==> src/rtl/uart_tx_cfg_if.sv <==
// Bus-side write channel of the configurable UART transmitter.
// A word transfers on a rising edge where valid_tx && ready_tx; ready_tx never depends on valid_tx.
interface uart_tx_cfg_if #(
  parameter int DATA_WIDTH = 8
);
  logic [DATA_WIDTH-1:0] data_tx;
  logic                  valid_tx;
  logic                  ready_tx;

  modport master (output data_tx, output valid_tx, input ready_tx);
  modport slave  (input data_tx, input valid_tx, output ready_tx);
endinterface

==> src/rtl/uart_tx_cfg.sv <==
// Runtime-configurable UART transmitter: word FIFO feeding a start/data/parity/stop serialiser
// whose bit period, parity and stop count are captured per frame when a word is popped.
module uart_tx_cfg #(
  parameter int DATA_WIDTH = 8,
  parameter int DIV_WIDTH  = 16,
  parameter int FIFO_DEPTH = 4,
  localparam int LVL_W     = $clog2(FIFO_DEPTH + 1)
) (
  input  logic                 clk,
  input  logic                 rst,
  uart_tx_cfg_if.slave         bus,
  input  logic [DIV_WIDTH-1:0] baud_div,
  input  logic [1:0]           parity_mode,
  input  logic                 two_stop,
  output logic                 sig_tx,
  output logic                 busy,
  output logic [LVL_W-1:0]     fifo_level,
  output logic [2:0]           state_dbg
);

  localparam int PTR_W = $clog2(FIFO_DEPTH);
  localparam int BIT_W = $clog2(DATA_WIDTH);

  typedef enum logic [2:0] {
    S_IDLE   = 3'd0,
    S_START  = 3'd1,
    S_DATA   = 3'd2,
    S_PARITY = 3'd3,
    S_STOP   = 3'd4
  } state_e;

  state_e                state_q, state_d;
  logic [DATA_WIDTH-1:0] shift_q, shift_d;
  logic                  par_en_q, par_en_d;
  logic                  par_bit_q, par_bit_d;
  logic                  two_stop_q, two_stop_d;
  logic [DIV_WIDTH-1:0]  div_q, div_d;
  logic [DIV_WIDTH-1:0]  cnt_q, cnt_d;
  logic [BIT_W-1:0]      bit_q, bit_d;
  logic                  stop2_q, stop2_d;
  logic                  sig_q, sig_d;
  logic [PTR_W-1:0]      wr_ptr_q, wr_ptr_d;
  logic [PTR_W-1:0]      rd_ptr_q, rd_ptr_d;
  logic [LVL_W-1:0]      level_q, level_d;
  logic [DATA_WIDTH-1:0] mem_q [FIFO_DEPTH];

  logic                  ready;
  logic                  push;
  logic                  pop;
  logic                  start_frame;
  logic                  bit_done;
  logic                  fifo_nonempty;
  logic [DATA_WIDTH-1:0] head;
  logic [DIV_WIDTH-1:0]  div_in;

  assign ready         = (level_q != LVL_W'(FIFO_DEPTH));
  assign push          = bus.valid_tx && ready;
  assign fifo_nonempty = (level_q != '0);
  assign head          = mem_q[rd_ptr_q];
  assign div_in        = (baud_div < DIV_WIDTH'(2)) ? DIV_WIDTH'(2) : baud_div;
  assign bit_done      = (cnt_q == '0);

  always_comb begin
    state_d     = state_q;
    shift_d     = shift_q;
    par_en_d    = par_en_q;
    par_bit_d   = par_bit_q;
    two_stop_d  = two_stop_q;
    div_d       = div_q;
    cnt_d       = cnt_q;
    bit_d       = bit_q;
    stop2_d     = stop2_q;
    sig_d       = sig_q;
    start_frame = 1'b0;

    if (state_q != S_IDLE && !bit_done) begin
      cnt_d = cnt_q - DIV_WIDTH'(1);
    end

    case (state_q)
      S_IDLE: begin
        if (fifo_nonempty) start_frame = 1'b1;
      end
      S_START: begin
        if (bit_done) begin
          state_d = S_DATA;
          sig_d   = shift_q[0];
          bit_d   = '0;
          cnt_d   = div_q - DIV_WIDTH'(1);
        end
      end
      S_DATA: begin
        if (bit_done) begin
          cnt_d = div_q - DIV_WIDTH'(1);
          if (bit_q == BIT_W'(DATA_WIDTH - 1)) begin
            if (par_en_q) begin
              state_d = S_PARITY;
              sig_d   = par_bit_q;
            end else begin
              state_d = S_STOP;
              sig_d   = 1'b1;
              stop2_d = 1'b0;
            end
          end else begin
            // shift_q[0] always holds the bit currently on the line
            bit_d   = bit_q + BIT_W'(1);
            shift_d = shift_q >> 1;
            sig_d   = shift_q[1];
          end
        end
      end
      S_PARITY: begin
        if (bit_done) begin
          state_d = S_STOP;
          sig_d   = 1'b1;
          stop2_d = 1'b0;
          cnt_d   = div_q - DIV_WIDTH'(1);
        end
      end
      S_STOP: begin
        if (bit_done) begin
          if (two_stop_q && !stop2_q) begin
            stop2_d = 1'b1;
            cnt_d   = div_q - DIV_WIDTH'(1);
          end else if (fifo_nonempty) begin
            start_frame = 1'b1;
          end else begin
            state_d = S_IDLE;
          end
        end
      end
      default: begin
        state_d = S_IDLE;
        sig_d   = 1'b1;
      end
    endcase

    // Config is sampled only here, so mid-frame changes wait for the next pop
    if (start_frame) begin
      state_d    = S_START;
      sig_d      = 1'b0;
      shift_d    = head;
      par_en_d   = (parity_mode == 2'b01) || (parity_mode == 2'b10);
      par_bit_d  = (parity_mode == 2'b10) ? ~^head : ^head;
      two_stop_d = two_stop;
      div_d      = div_in;
      cnt_d      = div_in - DIV_WIDTH'(1);
      bit_d      = '0;
      stop2_d    = 1'b0;
    end
  end

  assign pop = start_frame;

  always_comb begin
    wr_ptr_d = wr_ptr_q;
    rd_ptr_d = rd_ptr_q;
    level_d  = level_q;
    if (push) wr_ptr_d = wr_ptr_q + PTR_W'(1);
    if (pop)  rd_ptr_d = rd_ptr_q + PTR_W'(1);
    if (push && !pop) begin
      level_d = level_q + LVL_W'(1);
    end else if (pop && !push) begin
      level_d = level_q - LVL_W'(1);
    end
  end

  always_ff @(posedge clk) begin
    if (rst) begin
      state_q    <= S_IDLE;
      shift_q    <= '0;
      par_en_q   <= 1'b0;
      par_bit_q  <= 1'b0;
      two_stop_q <= 1'b0;
      div_q      <= DIV_WIDTH'(2);
      cnt_q      <= '0;
      bit_q      <= '0;
      stop2_q    <= 1'b0;
      sig_q      <= 1'b1;
      wr_ptr_q   <= '0;
      rd_ptr_q   <= '0;
      level_q    <= '0;
    end else begin
      state_q    <= state_d;
      shift_q    <= shift_d;
      par_en_q   <= par_en_d;
      par_bit_q  <= par_bit_d;
      two_stop_q <= two_stop_d;
      div_q      <= div_d;
      cnt_q      <= cnt_d;
      bit_q      <= bit_d;
      stop2_q    <= stop2_d;
      sig_q      <= sig_d;
      wr_ptr_q   <= wr_ptr_d;
      rd_ptr_q   <= rd_ptr_d;
      level_q    <= level_d;
    end
  end

  // Storage needs no reset: level/pointers define which entries are valid
  always_ff @(posedge clk) begin
    if (push) mem_q[wr_ptr_q] <= bus.data_tx;
  end

  assign bus.ready_tx = ready;
  assign sig_tx       = sig_q;
  assign busy         = (state_q != S_IDLE) || fifo_nonempty;
  assign fifo_level   = level_q;
  assign state_dbg    = state_q;

endmodule

==> src/flat_wrapper.sv <==
// flat-port wrapper written by rule: the top's interface ports become plain ports
module uart_tx_cfg_flat 
#(
  parameter int DATA_WIDTH = 8,
  parameter int DIV_WIDTH  = 16,
  parameter int FIFO_DEPTH = 4,
  localparam int LVL_W     = $clog2(FIFO_DEPTH + 1)
)
  (clk, rst, baud_div, parity_mode, two_stop, sig_tx, busy, fifo_level, state_dbg, bus_data_tx, bus_valid_tx, bus_ready_tx);
  uart_tx_cfg_if #(.DATA_WIDTH(DATA_WIDTH)) bus_i ();
  input  logic clk;
  input  logic rst;
  input  logic [DIV_WIDTH-1:0] baud_div;
  input  logic [1:0] parity_mode;
  input  logic two_stop;
  output logic sig_tx;
  output logic busy;
  output logic [LVL_W-1:0] fifo_level;
  output logic [2:0] state_dbg;
  input wire logic [$bits(bus_i.data_tx)-1:0] bus_data_tx;
  input wire logic [$bits(bus_i.valid_tx)-1:0] bus_valid_tx;
  output wire logic [$bits(bus_i.ready_tx)-1:0] bus_ready_tx;
  assign bus_i.data_tx = bus_data_tx;
  assign bus_i.valid_tx = bus_valid_tx;
  assign bus_ready_tx = bus_i.ready_tx;
  uart_tx_cfg #(.DATA_WIDTH(DATA_WIDTH), .DIV_WIDTH(DIV_WIDTH), .FIFO_DEPTH(FIFO_DEPTH)) u_core (.clk(clk), .rst(rst), .bus(bus_i), .baud_div(baud_div), .parity_mode(parity_mode), .two_stop(two_stop), .sig_tx(sig_tx), .busy(busy), .fifo_level(fifo_level), .state_dbg(state_dbg));
endmodule
==> config.mk <==
export PLATFORM = sky130hd
export DESIGN_NAME = uart_tx_cfg_flat
export DESIGN_NICKNAME = d
export VERILOG_FILES = /design/src/rtl/uart_tx_cfg_if.sv /design/src/rtl/uart_tx_cfg.sv /design/src/flat_wrapper.sv
export SDC_FILE = /design/constraint.sdc
export NUM_CORES = 1
export LEC_CHECK = 0
export CORE_UTILIZATION = 30
export CTS_CLUSTER_DIAMETER = 120
export CTS_CLUSTER_SIZE = 8
export DETAILED_ROUTE_END_ITERATION = 6
export MAX_ROUTING_LAYER = met4
export PLACE_DENSITY = 0.55
export REMOVE_ABC_BUFFERS = 1
export SLEW_MARGIN = 40
export SYNTH_ARGS = -nofsm -noshare
export SYNTH_HDL_FRONTEND = slang
export SYNTH_SLANG_ARGS = --single-unit
==> constraint.sdc <==
create_clock -name clk -period 3.45 [get_ports clk]
set_clock_uncertainty 0.1 [all_clocks]
set_input_delay 0.345 -clock clk [delete_from_list [all_inputs] [get_ports clk]]
set_output_delay 0.345 -clock clk [all_outputs]
set_load 0.01 [all_outputs]
# Word-level counts from Yosys, hierarchy flattened
# Memories as Yosys holds them, arrays and structs flattened. A register that Yosys moved wholly into a read port is not among the register bits.
# Cells that the tools add are included.
# W data, S select, Z words.
# word_totals
reg_bits	58
ram_bits	32
out_inout_bits	9
wordCells	134
mem_count	1
# mem_list
memory	words	width	read_ports	rd_clocked_by_memory_dff	wr	line	source
u_core.mem_q	4	8	1	1	1	uart_tx_cfg.sv:45	logic [DATA_WIDTH-1:0] mem_q [FIFO_DEPTH];
# op_classes
addsub	8
order_cmp	1
eq_ne	28
muxes	50
bitwise_logic	1
n_reduce_logical	31
# ops
op	n
$mux W16	6
$sub A16 B1 Y16 const B	3
$mux W3	13
$mux W8	4
$pmux W16 S2	1
$mux W1	19
$ne A2 B1 Y1 const B	9
$logic_not A16 Y1	1
$lt A16 B2 Y1 const B	1
$reduce_and A8 Y1	2
$ne A3 B1 Y1 const B	5
$pmux W3 S5	1
$reduce_bool A3 Y1	3
$ne A2 B2 Y1 const B	4
$reduce_and A4 Y1	2
$reduce_bool A2 Y1	4
$reduce_xnor A8 Y1	1
$reduce_xor A8 Y1	1
$reduce_and A7 Y1	1
$add A3 B1 Y3 const B	2
$eq A3 B2 Y1 const B	2
$eq A3 B3 Y1 const B	2
$ne A3 B2 Y1 const B	2
$pmux W3 S2	1
other kinds (18)	29

# Logic depth before layout (Yosys ltp)
# Gate-level depths: netlist of the first run.
# logic_depth
ltp_word	8
ltp_mapped	14

# Worst setup path before layout of the first run
# OpenSTA, ideal clock, no wires.
# synth_path
path_kind	register to register
start	register u_core.cnt_q[0]
end	register u_core.level_q[2] (netlist: u_core.fifo_level[2])
arrival_time_ns	2.899
t_required_ns	3.280
path_slack_ns	0.381
stages_incl_launch_ff	15
n_path_buf	2
period_less_slack_ns	3.069
cell_sequence	dfxtp_1 inv_1 ha_1 and4_1 clkbuf_1 a21oi_1 nor2_2 inv_1 clkbuf_1 ha_1 inv_1 fa_1 xor2_1 or3_1 a21oi_1
# synth_via
elab_chain_len	6
elab_cells_between_ends	8
cone_classes	mux (3); reduce/logical (5)
# synth_lines
element	line	source
start: declaration	uart_tx_cfg.sv:38	logic [DIV_WIDTH-1:0] cnt_q, cnt_d;
start signal: assignment	uart_tx_cfg.sv:190	cnt_q <= cnt_d;
$logic_not A16 Y1 (*)	uart_tx_cfg.sv:61	assign bit_done = (cnt_q == '0);
$mux W1 (*)	uart_tx_cfg.sv:121	if (bit_done) begin
$pmux W1 S2 (*)	uart_tx_cfg.sv:80	case (state_q)
$logic_not A1 Y1	uart_tx_cfg.sv:161	if (push && !pop) begin
$logic_and A1 B1 Y1	uart_tx_cfg.sv:161	
$mux W3 / $reduce_bool A2 Y1 (equally long branches)	-	
end signal: assignment	uart_tx_cfg.sv:196	level_q <= level_d;
end: declaration	uart_tx_cfg.sv:44	logic [LVL_W-1:0] level_q, level_d;
# Mark *: on every way between the ends. The rest lies on a longest branch, timed or not.
# A chain may end at the register's enable or synchronous reset.

# Worst setup path in the final report of the first run
# Same ends and word-level chain as after synthesis.

==> flow_summary.yaml, run 1 <==
setup_path:
  slowest_stage: "a21oi_1"
  slowest_delay_ns: 0.51
  crit_start: "u_core.cnt_q[0]"
  cpMostUsedCell: "inv_1"
  path_class: "reg -> reg"
  critical_path_required_ns: 3.62
  crit_chain: "inv_1, ha_1, and4_1, a21oi_1, nor2_4, inv_1, ha_1, inv_1, fa_1, xor2_1, or3_1, a21oi_1"
  path_buf_inv: 3
  cp-start-kind: "flip-flop"
  worstReg2RegStart: "u_core.cnt_q[0]"
  worstPathMaxFanout: 6
  cp-end-kind: "flip-flop"
  crit_family: "adder cells"
  cp.arrival_ns: 3.15
detailed_routing:
  dr.first_iter.drc_count: 243
  drc_errors: 0
  postRouteAntennaNets: 0
  post_drt_via_cell_ratio: 5.13
  wl_per_cell_um: 15.3
  wl_mm: 11.5
  vias: 3851
  dr.pass1.iters: 5
floorplanning:
  rows: 45
  dieArea_um2: 16500
  die_x_um: 129
  io_pins: 39
  core_um2: 15400
  die_h_um: 129
  start_util: 0.311
yosys:
  yosys_most_used_dff: "dfxtp_1"
  yosys.area.top_type: "dfxtp_1"
  netlist_top_cells_area: "dfxtp_1 25%, edfxtp_1 20%, nand2_1 5.0%, a21oi_1 4.7%, xnor2_1 4.4%"
  syn_area_um2: 4800
  ys_warn_count: 0
  synth_edf_count: 32
  ys_ff_latch: 92
  ys_types: 59
  synth.avg_cell_area_um2: 9.59
  yosysSeqAreaShare: 0.450
  synthCells: 501
  yosysTopAreaCellShare: 0.250
  async_reset_ff_frac: 0
placed_design:
  place_inst: 735
  portBuffers: 38
  gp_congestion: 0.830
  dpl.hpwl_mm: 8.29
grt:
  antenna_found_initial: 0
  grtUsageTotal: 0.152
  grt_max_degree: 55
  grt_pass1_wl_mm: 18.8
  grt_pass1_vias: 3665
  globalRouteOverflowTotal: 0
clocking:
  clock_sinks: 92
  cts_resized: 0
  clkTransAtPathRegs_ns: 0.07
  cts_root_buf: "clkbuf_16"
  cts_buffers: 9
  clock_path_buffers: 2
  cts_tree: "built"
  htree_levels: 3
  hold_buffers: 0
  clk_latency_ns: 0.34
  post-cts-setup-buffer-count: 0
timing:
  fmax_mhz: 336
  min_period_ns: 2.98
  hold_violations: 0
  relSlewSlack: 0.506
  report.final.slew_viol_count: 0
  tightest_slew_ns: 0.741
  setup_viol: 0
  setup_tns_ns: 0
  rsz0062_at_grt: "no"
  fin_crit_sh: 0.863
  whs_ns: 0.353
min_path:
  hold_class: "reg -> reg"
  worstHoldStart: "u_core.par_bit_q"
final_layout:
  nets: 578
  drive_gt1_frac: 0.0815
  fin_util: 0.373
  n_antenna_cell: 0
  fill_cells: 1607
  layout_common_cells: "64 x nand2_1, 60 x dfxtp_1, 45 x a21oi_1"
  area_growth_pct: 19.7
  layout.cells.most_common: "nand2_1"
  layout.cells.non_filler: 751
power_and_ir_drop:
  p_leak_nw: 2.01
  vdd_drop_max_v: 0.000470
  power_mw: 4.75
  power_density_nw_per_um2: 826
flow_run:
  drv_cap: 0
run_status:
  status: "complete, no violations"
cells by family after synthesis:
family,Yosys count,share of synthesized area
xor gates and xnor gates,44,0.0831
buffers and inverters,38,0.0307
adders and majority gates,13,0.0354
AOI/OAI and AO/OA,105,0.141
and+or+nand+nor,192,0.203
muxes,17,0.0565
DFF,92,0.450
synthesized netlist by cell type, types with 12 or more instances:
master / count
nor2_1: 40
nand2_1: 64
dfxtp_1: 60
inv_1: 14
or3_1: 12
a21oi_1: 45
a211oi_1: 18
nor3_1: 21
edfxtp_1: 32
xnor2_1: 24
ha_1: 12
clkbuf_1: 19
xor2_1: 19
flip-flops by register name, summed over array words and instances, names as in the netlist, named ones only:
name	count
u_core.bit_q	3
u_core.cnt_q	16
u_core.div_q	16
u_core.fifo_level	3
u_core.mem_q	32
u_core.par_bit_q	1
u_core.par_en_q	1
u_core.rd_ptr_q	2
u_core.shift_q	8
u_core.sig_tx	1
u_core.state_dbg	3
u_core.stop2_q	1
u_core.two_stop_q	1
u_core.wr_ptr_q	2
layout make-up:
cell class / count / area, µm² / area share
Clock buffer: 9 / 225 / 0.0392
Clock inverter: 7 / 105 / 0.0183
Timing Repair Buffer: 47 / 443 / 0.0770
Sequential cell: 92 / 2160 / 0.376
Multi-Input combinational cell: 371 / 2500 / 0.434
Inverter: 14 / 52.6 / 0.00914
Tap cell: 211 / 264 / 0.0459
tightest hold or removal path, stage by stage (launching register included):
cell	delay [ns]
dfxtp_1	0.31
nand2_1	0.05
a21oi_1	0.05
per-layer routing:
layer	up-vias	GRT usage	wire, µm
li1	1898	-	-
met1	1842	0.200	5490
met2	98	0.234	5290
met3	13	0.0262	522
met4	0	0.0547	187
met5	-	-	0
worst paths after layout:
check             depth (start not counted)              endpoint  slack (ns)
setup / recovery                         12  u_core.fifo_level[2]        0.47
hold / removal                            2      u_core.par_bit_q        0.35
setup reg to reg                         12  u_core.fifo_level[2]        0.47
hold reg to reg                           2      u_core.par_bit_q        0.35
through the flow:
stage          setup WS [ns]  area [µm²]
6_report               0.472        5750
3_5_place_dp           0.315        5420
5_1_grt                0.299        5750
3_3_place_gp           0.351        5420
2_1_floorplan         -0.800        4710
4_1_cts                0.472        5750
where the power goes:
part | internal, mW | switching [mW]
registers | 1.39 | 0.264
clock network | 0.648 | 0.448
logic | 0.845 | 1.15
total | 2.89 | 1.86
No activity file was read; power rests on OpenSTA's default activity.
==> run 2: changes to the inputs <==
- GPL_ROUTABILITY_DRIVEN: not set -> 0
- TNS_END_PERCENT: not set -> 20
==> results of run 2 <==
The final DEF is identical to that of run 1; final timing and power are the same.
==> run 3: changes to the inputs <==
- CAP_MARGIN: not set -> 15
- CTS_CLUSTER_DIAMETER: 120 -> not set
- HOLD_SLACK_MARGIN: not set -> 0.06
==> results of run 3 <==
The final DEF is identical to that of run 1; final timing and power are the same.
